## src/rtl/std_cache_pkg.sv

```systemverilog
// Shared data-cache types: flush-walk state encoding and walk mode.
// Latency: n/a (types only).
// Backpressure: n/a.
package std_cache_pkg;

    // Flush/init walk states. ACK is only reached from a flush walk.
    typedef enum logic [2:0] {
        IDLE,
        READ_SET,
        RDATA,
        SCAN,
        INVAL,
        DRAIN,
        ACK
    } dcache_flush_state_e;

    // A flush writes back dirty lines; an init walk only invalidates.
    typedef enum logic {
        MODE_FLUSH,
        MODE_INIT
    } flush_mode_e;

endpackage

```

## src/rtl/lzc.sv

```systemverilog
// Leading/trailing zero counter; MODE=0 gives the index of the lowest set bit.
// Latency: combinational.
// Backpressure: n/a.
// Ports: in_i vector, cnt_o zero count (0 when empty), empty_o no bit set.
module lzc #(
    parameter int unsigned WIDTH     = 2,
    parameter bit          MODE      = 1'b0,
    parameter int unsigned CNT_WIDTH = (WIDTH > 1) ? $clog2(WIDTH) : 1
) (
    input  logic [WIDTH-1:0]     in_i,
    output logic [CNT_WIDTH-1:0] cnt_o,
    output logic                 empty_o
);

    always_comb begin
        cnt_o = '0;
        if (MODE == 1'b0) begin
            // Scan downwards so the lowest set bit is the last one written.
            for (int i = WIDTH - 1; i >= 0; i--) begin
                if (in_i[i]) cnt_o = CNT_WIDTH'(i);
            end
        end else begin
            // Scan upwards so the highest set bit wins; report zeros above it.
            for (int i = 0; i < WIDTH; i++) begin
                if (in_i[i]) cnt_o = CNT_WIDTH'(WIDTH - 1 - i);
            end
        end
    end

    assign empty_o = ~|in_i;

endmodule

```

## src/rtl/dcache_flush_unit.sv

```systemverilog
// Walks every dcache set: writes back valid dirty lines, invalidates the set, acks when all write-backs done.
// Latency: 4 cycles per clean set with immediate grants, plus one per accepted write-back, plus DRAIN and ACK.
// Backpressure: tag requests held until tag_gnt_i; write-backs held until wb_ready_i and stalled at MAX_WB outstanding.
// Ports: flush_i/flush_ack_o and init_i from the controller, busy_o for its drain counter,
//        tag_* set read/invalidate port, wb_* write-back request port with wb_done_i completion pulses.
module dcache_flush_unit
    import std_cache_pkg::*;
#(
    parameter int unsigned NUM_SETS = 256,
    parameter int unsigned NUM_WAYS = 8,
    parameter int unsigned TAG_W    = 44,
    parameter int unsigned MAX_WB   = 4,
    localparam int unsigned IDX_W   = $clog2(NUM_SETS),
    localparam int unsigned WAY_W   = (NUM_WAYS > 1) ? $clog2(NUM_WAYS) : 1,
    localparam int unsigned CNT_W   = $clog2(MAX_WB + 1)
) (
    input  logic                      clk_i,
    input  logic                      rst_ni,
    input  logic                      flush_i,
    output logic                      flush_ack_o,
    input  logic                      init_i,
    output logic                      busy_o,
    output logic                      tag_req_o,
    input  logic                      tag_gnt_i,
    output logic                      tag_we_o,
    output logic [IDX_W-1:0]          tag_idx_o,
    input  logic [NUM_WAYS-1:0]       tag_valid_i,
    input  logic [NUM_WAYS-1:0]       tag_dirty_i,
    input  logic [NUM_WAYS*TAG_W-1:0] tag_tags_i,
    output logic                      wb_valid_o,
    input  logic                      wb_ready_i,
    output logic [IDX_W-1:0]          wb_idx_o,
    output logic [WAY_W-1:0]          wb_way_o,
    output logic [TAG_W-1:0]          wb_tag_o,
    input  logic                      wb_done_i
);

    dcache_flush_state_e             state_q, state_d;
    flush_mode_e                     mode_q, mode_d;
    logic [IDX_W-1:0]                idx_q, idx_d;
    logic                            armed_q, armed_d;
    logic [CNT_W-1:0]                outstanding_q, outstanding_d;
    logic [NUM_WAYS-1:0]             mask_q, mask_d;
    logic [NUM_WAYS-1:0][TAG_W-1:0]  tags_q, tags_d;

    logic [WAY_W-1:0] way_sel;
    logic             mask_empty;
    logic             wb_room;
    logic             wb_fire;
    logic             done_eff;

    lzc #(
        .WIDTH    (NUM_WAYS),
        .MODE     (1'b0),
        .CNT_WIDTH(WAY_W)
    ) i_way_sel (
        .in_i   (mask_q),
        .cnt_o  (way_sel),
        .empty_o(mask_empty)
    );

    // ---------------- output decodes (registered state only) ----------------
    assign wb_room     = outstanding_q < CNT_W'(MAX_WB);
    assign wb_valid_o  = (state_q == SCAN) && !mask_empty && wb_room;
    assign wb_fire     = wb_valid_o && wb_ready_i;
    // Buses read zero whenever no request is presented.
    assign wb_idx_o    = wb_valid_o ? idx_q : '0;
    assign wb_way_o    = wb_valid_o ? way_sel : '0;
    assign wb_tag_o    = wb_valid_o ? tags_q[way_sel] : '0;

    assign tag_req_o   = (state_q == READ_SET) || (state_q == INVAL);
    assign tag_we_o    = (state_q == INVAL);
    assign tag_idx_o   = idx_q;
    assign flush_ack_o = (state_q == ACK);
    assign busy_o      = (state_q != IDLE) || (outstanding_q != '0);

    // ---------------- outstanding write-back counter ----------------
    // A completion with nothing outstanding is dropped so the count never wraps.
    assign done_eff = wb_done_i && (outstanding_q != '0);

    always_comb begin
        outstanding_d = outstanding_q;
        if (wb_fire && !done_eff) begin
            outstanding_d = outstanding_q + 1'b1;
        end else if (!wb_fire && done_eff) begin
            outstanding_d = outstanding_q - 1'b1;
        end
    end

    // ---------------- walk FSM ----------------
    always_comb begin
        state_d = state_q;
        mode_d  = mode_q;
        idx_d   = idx_q;
        mask_d  = mask_q;
        tags_d  = tags_q;
        // Re-arm as soon as the request is seen low, so the request level
        // lingering one cycle after ack cannot start a second walk.
        armed_d = armed_q | ~flush_i;

        unique case (state_q)
            IDLE: begin
                if (flush_i && armed_q) begin
                    state_d = READ_SET;
                    mode_d  = MODE_FLUSH;
                    idx_d   = '0;
                    armed_d = 1'b0;
                end else if (init_i) begin
                    state_d = INVAL;
                    mode_d  = MODE_INIT;
                    idx_d   = '0;
                end
            end
            READ_SET: begin
                if (tag_gnt_i) state_d = RDATA;
            end
            RDATA: begin
                // Only lines that are both valid and dirty need writing back.
                mask_d  = tag_valid_i & tag_dirty_i;
                tags_d  = tag_tags_i;
                state_d = SCAN;
            end
            SCAN: begin
                if (mask_empty) begin
                    state_d = INVAL;
                end else if (wb_fire) begin
                    mask_d = mask_q & ~(NUM_WAYS'(1) << way_sel);
                end
            end
            INVAL: begin
                if (tag_gnt_i) begin
                    if (idx_q == IDX_W'(NUM_SETS - 1)) begin
                        state_d = DRAIN;
                    end else begin
                        idx_d   = idx_q + 1'b1;
                        state_d = (mode_q == MODE_FLUSH) ? READ_SET : INVAL;
                    end
                end
            end
            DRAIN: begin
                if (outstanding_q == '0) begin
                    state_d = (mode_q == MODE_FLUSH) ? ACK : IDLE;
                end
            end
            ACK: begin
                state_d = IDLE;
            end
            default: begin
                state_d = IDLE;
            end
        endcase
    end

    always_ff @(posedge clk_i or negedge rst_ni) begin
        if (!rst_ni) begin
            state_q       <= IDLE;
            mode_q        <= MODE_FLUSH;
            idx_q         <= '0;
            armed_q       <= 1'b1;
            outstanding_q <= '0;
            mask_q        <= '0;
            tags_q        <= '0;
        end else begin
            state_q       <= state_d;
            mode_q        <= mode_d;
            idx_q         <= idx_d;
            armed_q       <= armed_d;
            outstanding_q <= outstanding_d;
            mask_q        <= mask_d;
            tags_q        <= tags_d;
        end
    end

    // A completion pulse with no write-back outstanding is a protocol error upstream.
    assert property (@(posedge clk_i) disable iff (!rst_ni) !(wb_done_i && (outstanding_q == '0)));

endmodule
```

## config.mk

```make
export PLATFORM = sky130hd
export DESIGN_NAME = dcache_flush_unit
export DESIGN_NICKNAME = d
export VERILOG_FILES = /design/src/rtl/std_cache_pkg.sv /design/src/rtl/lzc.sv /design/src/rtl/dcache_flush_unit.sv
export SDC_FILE = /design/constraint.sdc
export NUM_CORES = 1
export LEC_CHECK = 0
export BUFFER_PORTS_ARGS = -buffer_cell sky130_fd_sc_hd__buf_4
export CORE_ASPECT_RATIO = 1.5
export CORE_MARGIN = 1
export CORE_UTILIZATION = 31
export CTS_BUF_LIST = sky130_fd_sc_hd__clkbuf_2
export DETAILED_ROUTE_END_ITERATION = 7
export PLACE_DENSITY = 0.65
export RECOVER_POWER = 100
export SYNTH_ARGS = -nofsm -noshare
export SYNTH_HDL_FRONTEND = slang
export SYNTH_SLANG_ARGS = --single-unit
```

## constraint.sdc

```tcl
create_clock -name clk_i -period 2.5 [get_ports clk_i]
set_clock_uncertainty 0.1 [all_clocks]
set_input_delay 0.375 -clock clk_i [delete_from_list [all_inputs] [get_ports clk_i]]
set_output_delay 0.375 -clock clk_i [all_outputs]
set_load 0.02 [all_outputs]
```

==> summary.txt, run 1 <==
Clock network
  • Inserted Clock Buffers: 95
  • Clock tree buffer depth: 3
  • H-tree depth: 3
  • CTS Hold Buffers Added: 706
  • Root buffer selected by CTS: clkbuf_2
  • Setup bufs post-CTS: 10
  • CTS resizes: 185
  • Clk sinks: 376

Floorplanning
  • Standard-cell rows: 110
  • Die height: 303 um
  • Die width: 203 um
  • Starting Density: 31.3%
  • Total I/O pin count: 443

Synthesis
  • Yosys top cell area share: 50.1%
  • Commonest cells in the synthesized netlist: nand2_1, dfrtp_1, o2111ai_1, clkbuf_1, o21ai_0
  • Synth Instances: 2191
  • Netlist Area Pre-Place: 18700 sq um
  • Unique masters post-synth: 58
  • Synth Net Count: 2569
  • Synth Warn #: 0
  • Post-synth top flop: dfrtp_1
  • Yosys reg bits: 376
  • Synth area leader: dfrtp_1
  • Ys async rst share: 100%
  • Register area share after synthesis: 50.2%
  • Post-synth EDFFs: 0
  • Synth Area per Inst: 8.56 sq um
  • Synth area leaders: dfrtp_1, nand2_1, o2111ai_1
  • Count leader, synth: nand2_1

Run status
  • Error: [ERROR RSZ-0060] Max buffer count reached.
  • Failed at: clock tree synthesis (4_1_cts)
  • Outcome: did not finish

Place
  • Post-DP HPWL: 47600 um
  • I/O Buffers: 442
  • Post-place setup slack: -0.122 ns
  • RD Place Congestion: 0.889
==> through the flow <==
step	cell area [sq um]	instances	setup TNS (ns)	util (%)	hold slack, ns
after floorplan	18800	2191	-0.0328	-	-0.0206
after detailed placement	23600	3344	-2.85	39.4	0.290
after global placement	23600	3344	-1.67	39.4	0.295
==> logic make-up after synthesis <==
logic type,share of synthesized area (%)
AND/OR/NAND/NOR,22.5
AO/OA/AOI/OAI,20.6
adder cells (fa/ha/maj),0.240
buffers and inverters,5.80
multiplexers,0.227
XOR/XNOR,0.421
flip-flops,50.2
==> run 2, diff against run 1 <==
--- a/config.mk
+++ b/config.mk
@@ -6,12 +6,10 @@
 export NUM_CORES = 1
 export LEC_CHECK = 0
 export BUFFER_PORTS_ARGS = -buffer_cell sky130_fd_sc_hd__buf_4
-export CORE_ASPECT_RATIO = 1.5
 export CORE_MARGIN = 1
-export CORE_UTILIZATION = 31
-export CTS_BUF_LIST = sky130_fd_sc_hd__clkbuf_2
+export CORE_UTILIZATION = 20
 export DETAILED_ROUTE_END_ITERATION = 7
-export PLACE_DENSITY = 0.65
+export PLACE_DENSITY_LB_ADDON = 0.15
 export RECOVER_POWER = 100
 export SYNTH_ARGS = -nofsm -noshare
 export SYNTH_HDL_FRONTEND = slang
==> constraint.sdc (replaced) <==
create_clock -name clk_i -period 3.2 [get_ports clk_i]
set_clock_uncertainty 0.1 [all_clocks]
set_input_delay 0.48 -clock clk_i [delete_from_list [all_inputs] [get_ports clk_i]]
set_output_delay 0.48 -clock clk_i [all_outputs]
set_load 0.02 [all_outputs]
==> summary.txt, run 2 <==
Run status
  • Outcome: complete, but fails checks
  • Failing checks: max-capacitance violations, max-slew violations, negative setup slack

Power
  • PwrDens: 957 nW/um^2
  • Clk network pwr share: 18.7%
  • Pint: 15.9 mW
  • Seq pwr share: 29.4%
  • Leakage power: 13.7 nW
  • Combinational fraction of design power: 51.9%
  • Sw Pwr: 12.7 mW
  • Worst VDD drop: 0.823 mV
  • Switching share of total power: 44.3%

Critical path
  • CP max stage delay: 0.45 ns
  • Crit Path Class: reg -> out
  • Crit end category: output port
  • Worst-path fanout max: 6
  • Buf+Inv Stages, Crit Path: 3
  • Startpoint types: flip-flop
  • CP max stage cell: dfrtp_2
  • Critical Path AT: 2.79 ns
  • CP top delay family: compound AO/OA/AOI/OAI gates
  • Critical Path RT: 2.62 ns
  • Crit path cell chain: or2_4 -> o211a_4 -> buf_4 -> clkbuf_16 -> o2111ai_1 -> a22oi_2 -> o211ai_2 -> buf_6

Synthesis
  • Register area share after synthesis: 50.2% (unchanged)
  • Netlist Area Pre-Place: 18700 sq um (unchanged)
  • Synth area leaders: dfrtp_1, nand2_1, o2111ai_1
  • Count leader, synth: nand2_1
  • Unique masters post-synth: 58 (unchanged)
  • Post-synth EDFFs: 0 (unchanged)
  • Ys async rst share: 100% (unchanged)
  • Synth Warn #: 0 (unchanged)
  • Synth Area per Inst: 8.56 sq um (unchanged)
  • Yosys reg bits: 376 (unchanged)
  • Yosys top cell area share: 50.1% (unchanged)
  • Post-synth top flop: dfrtp_1
  • Commonest cells in the synthesized netlist: nand2_1, dfrtp_1, o2111ai_1, clkbuf_1, o21ai_0
  • Synth area leader: dfrtp_1
  • Synth Instances: 2191 (unchanged)
  • Synth Net Count: 2569 (unchanged)

Clock network
  • Root buffer selected by CTS: clkbuf_16
  • Inserted Clock Buffers: 48 (-49%)
  • Clk sinks: 376 (unchanged)
  • H-tree depth: 2 (-1)
  • TritonCTS clock tree: built
  • Clk Latency, worst-skew pair: 0.58 ns
  • Worst-path clk slew: 0.06 ns
  • Clock tree buffer depth: 3 (unchanged)

Floorplanning
  • Die area: 95000 sq um
  • Starting Density: 20.3% (-11 points)
  • Die width: 308 um (+52%)
  • Core area: 92200 sq um
  • Standard-cell rows: 111 (+0.91%)
  • Die height: 308 um (+1.6%)
  • Total I/O pin count: 443 (unchanged)

Final layout
  • NumNets Final: 3301
  • Max FFs per register: 352
  • Biggest register: tags_q
  • Final Util: 32.4%
  • Share of layout cells above drive strength 1: 26.3%
  • Commonest non-fill, non-tap cells in the layout: nand2_1, buf_4, dfrtp_1, dlygate4sd3_1, o2111ai_1
  • Area Overhead vs Synth: 59.4%
  • Fill cells: 9744
  • Commonest non-fill, non-tap cell in the layout: nand2_1

Drt
  • 1st-iter DRT viols: 1175
  • Final ANT Viol Nets: 0
  • Total iterations of the first detailed-routing run: 7
  • Via count: 19100
  • Residual DRC: 0
  • Average wire per standard cell: 20.7 um
  • Final WL: 86900 um
  • Vias per cell: 4.55

Global route
  • Initial antenna violation count: 8
  • Largest net degree at the start of global routing: 140
  • GR Util All Layers: 17.1%
  • Global-route wire length before repair: 125000 um
  • Overflow after GRT: 0
  • Vias in the first global route: 20000

Place
  • RD Place Congestion: 0.813 (-8.5%)
  • Post-DP HPWL: 53900 um (+13%)
  • I/O Buffers: 442 (unchanged)

STA
  • Setup TNS: -3.47 ns
  • Setup Viol. Count Final: 42
  • RSZ-0062 raised after global routing: true
  • Period utilisation layout: 105%
  • Least-Margin Pin Slew: 2.02 ns
  • Slew HR: -34.3%
  • Final hold slack: 0.0338 ns
  • Max Clk Rate: 297 MHz
  • Hold Vio Cnt, Final: 0
  • Max-slew violations: 288
  • Minimum clock period: 3.37 ns
  • Worst setup margin: -0.166 ns

Worst hold path
  • HP Class: in -> reg

Flow run
  • Max_cap viols: 3
run 2: cell counts after synthesis:
No cell type changed its count.
run 2: worst paths after layout:
check | slack [ns] | endpoint | cells past startpoint | startpoint
worst max-delay path | -0.17 | wb_tag_o[11] | 8 | mask_q[5]
worst min register to register | 0.37 | tags_q[306] | 2 | tags_q[306]
max in group asynchronous | 0.18 | mask_q[1] | 3 | rst_ni
worst max register to register | 0.02 | mask_q[5] | 5 | state_q[0]
worst min-delay path | 0.03 | tags_q[132] | 3 | tag_tags_i[132]
min in group asynchronous | 0.94 | tags_q[229] | 2 | rst_ni
run 2: final cells by class:
type / instances / area, sq um / share of cell area (%)
diodes: 2 / 5.00 / 0.0167
clock buffers: 66 / 1360 / 4.55
clock inverters: 17 / 159 / 0.532
inverters: 94 / 365 / 1.22
multi-input cells: 1547 / 8960 / 30.0
flip-flops and latches: 376 / 9420 / 31.5
well taps: 1243 / 1560 / 5.20
repair buffers: 856 / 8060 / 27.0
run 2: worst min-delay path, cell delays in order:
cell and delay (ns):
buf_4 0.08, nand2_1 0.06, nand2_1 0.06
run 2: kinds of logic (layout without fill, tap and decap cells):
kind of cell	after synthesis	count (layout)	share of synthesized area, %
xor+xnor	9	9	0.421
buf+inv	268	1033	5.80
fa+ha+maj	3	3	0.240
other cells	0	2	0
flops	376	376	50.2
mux	4	4	0.227
compound gates	476	476	20.6
simple gates	1055	1055	22.5
run 2: power by group through the flow:
stage	Combinational [mW]	Clock [mW]	Sequential [mW]
after floorplan	7.20	0	7.97
after CTS	13.3	5.55	8.35
after detailed placement	11.6	0	8.40
final	14.8	5.36	8.40
after global routing	16.2	5.72	8.65
after global placement	11.5	0	8.37
run 2: layer usage:
layer | up-vias | GRT usage, % | routed length (um) | part of all wire (%)
li1 | 8963 | - | - | -
met1 | 9509 | 22.1 | 37500 | 43
met2 | 497 | 29.7 | 43200 | 50
met3 | 125 | 2.59 | 3960 | 4.6
met4 | 12 | 4.26 | 2120 | 2.4
met5 | - | 0 | 83 | 0.096
run 2: what timing repair did:
| item | in CTS | in global routing |
|---|---|---|
| buffers inserted | 17 | 19 |
| endpoints found under the hold margin | 360 | 0 |
| cloned | 8 | 12 |
| hold buffers | 304 | 0 |
| resized for setup | 113 | 102 |
| pin swaps | 18 | 39 |
| endpoints found under the setup margin | 44 | 44 |
run 2: through the flow:
step / instances / setup slack [ns] / power (mW) / cell area (sq um)
final: 4201 / -0.166 / 28.6 / 29900
after floorplan: 2191 / 0.598 / 15.2 / 18700
after global routing: 4201 / -0.280 / 30.6 / 29900
after detailed placement: 3759 / 0.290 / 20.0 / 23700
after CTS: 4171 / -0.177 / 27.2 / 29200
after global placement: 3759 / 0.333 / 19.9 / 23700
(Power assumes the default switching activity.)
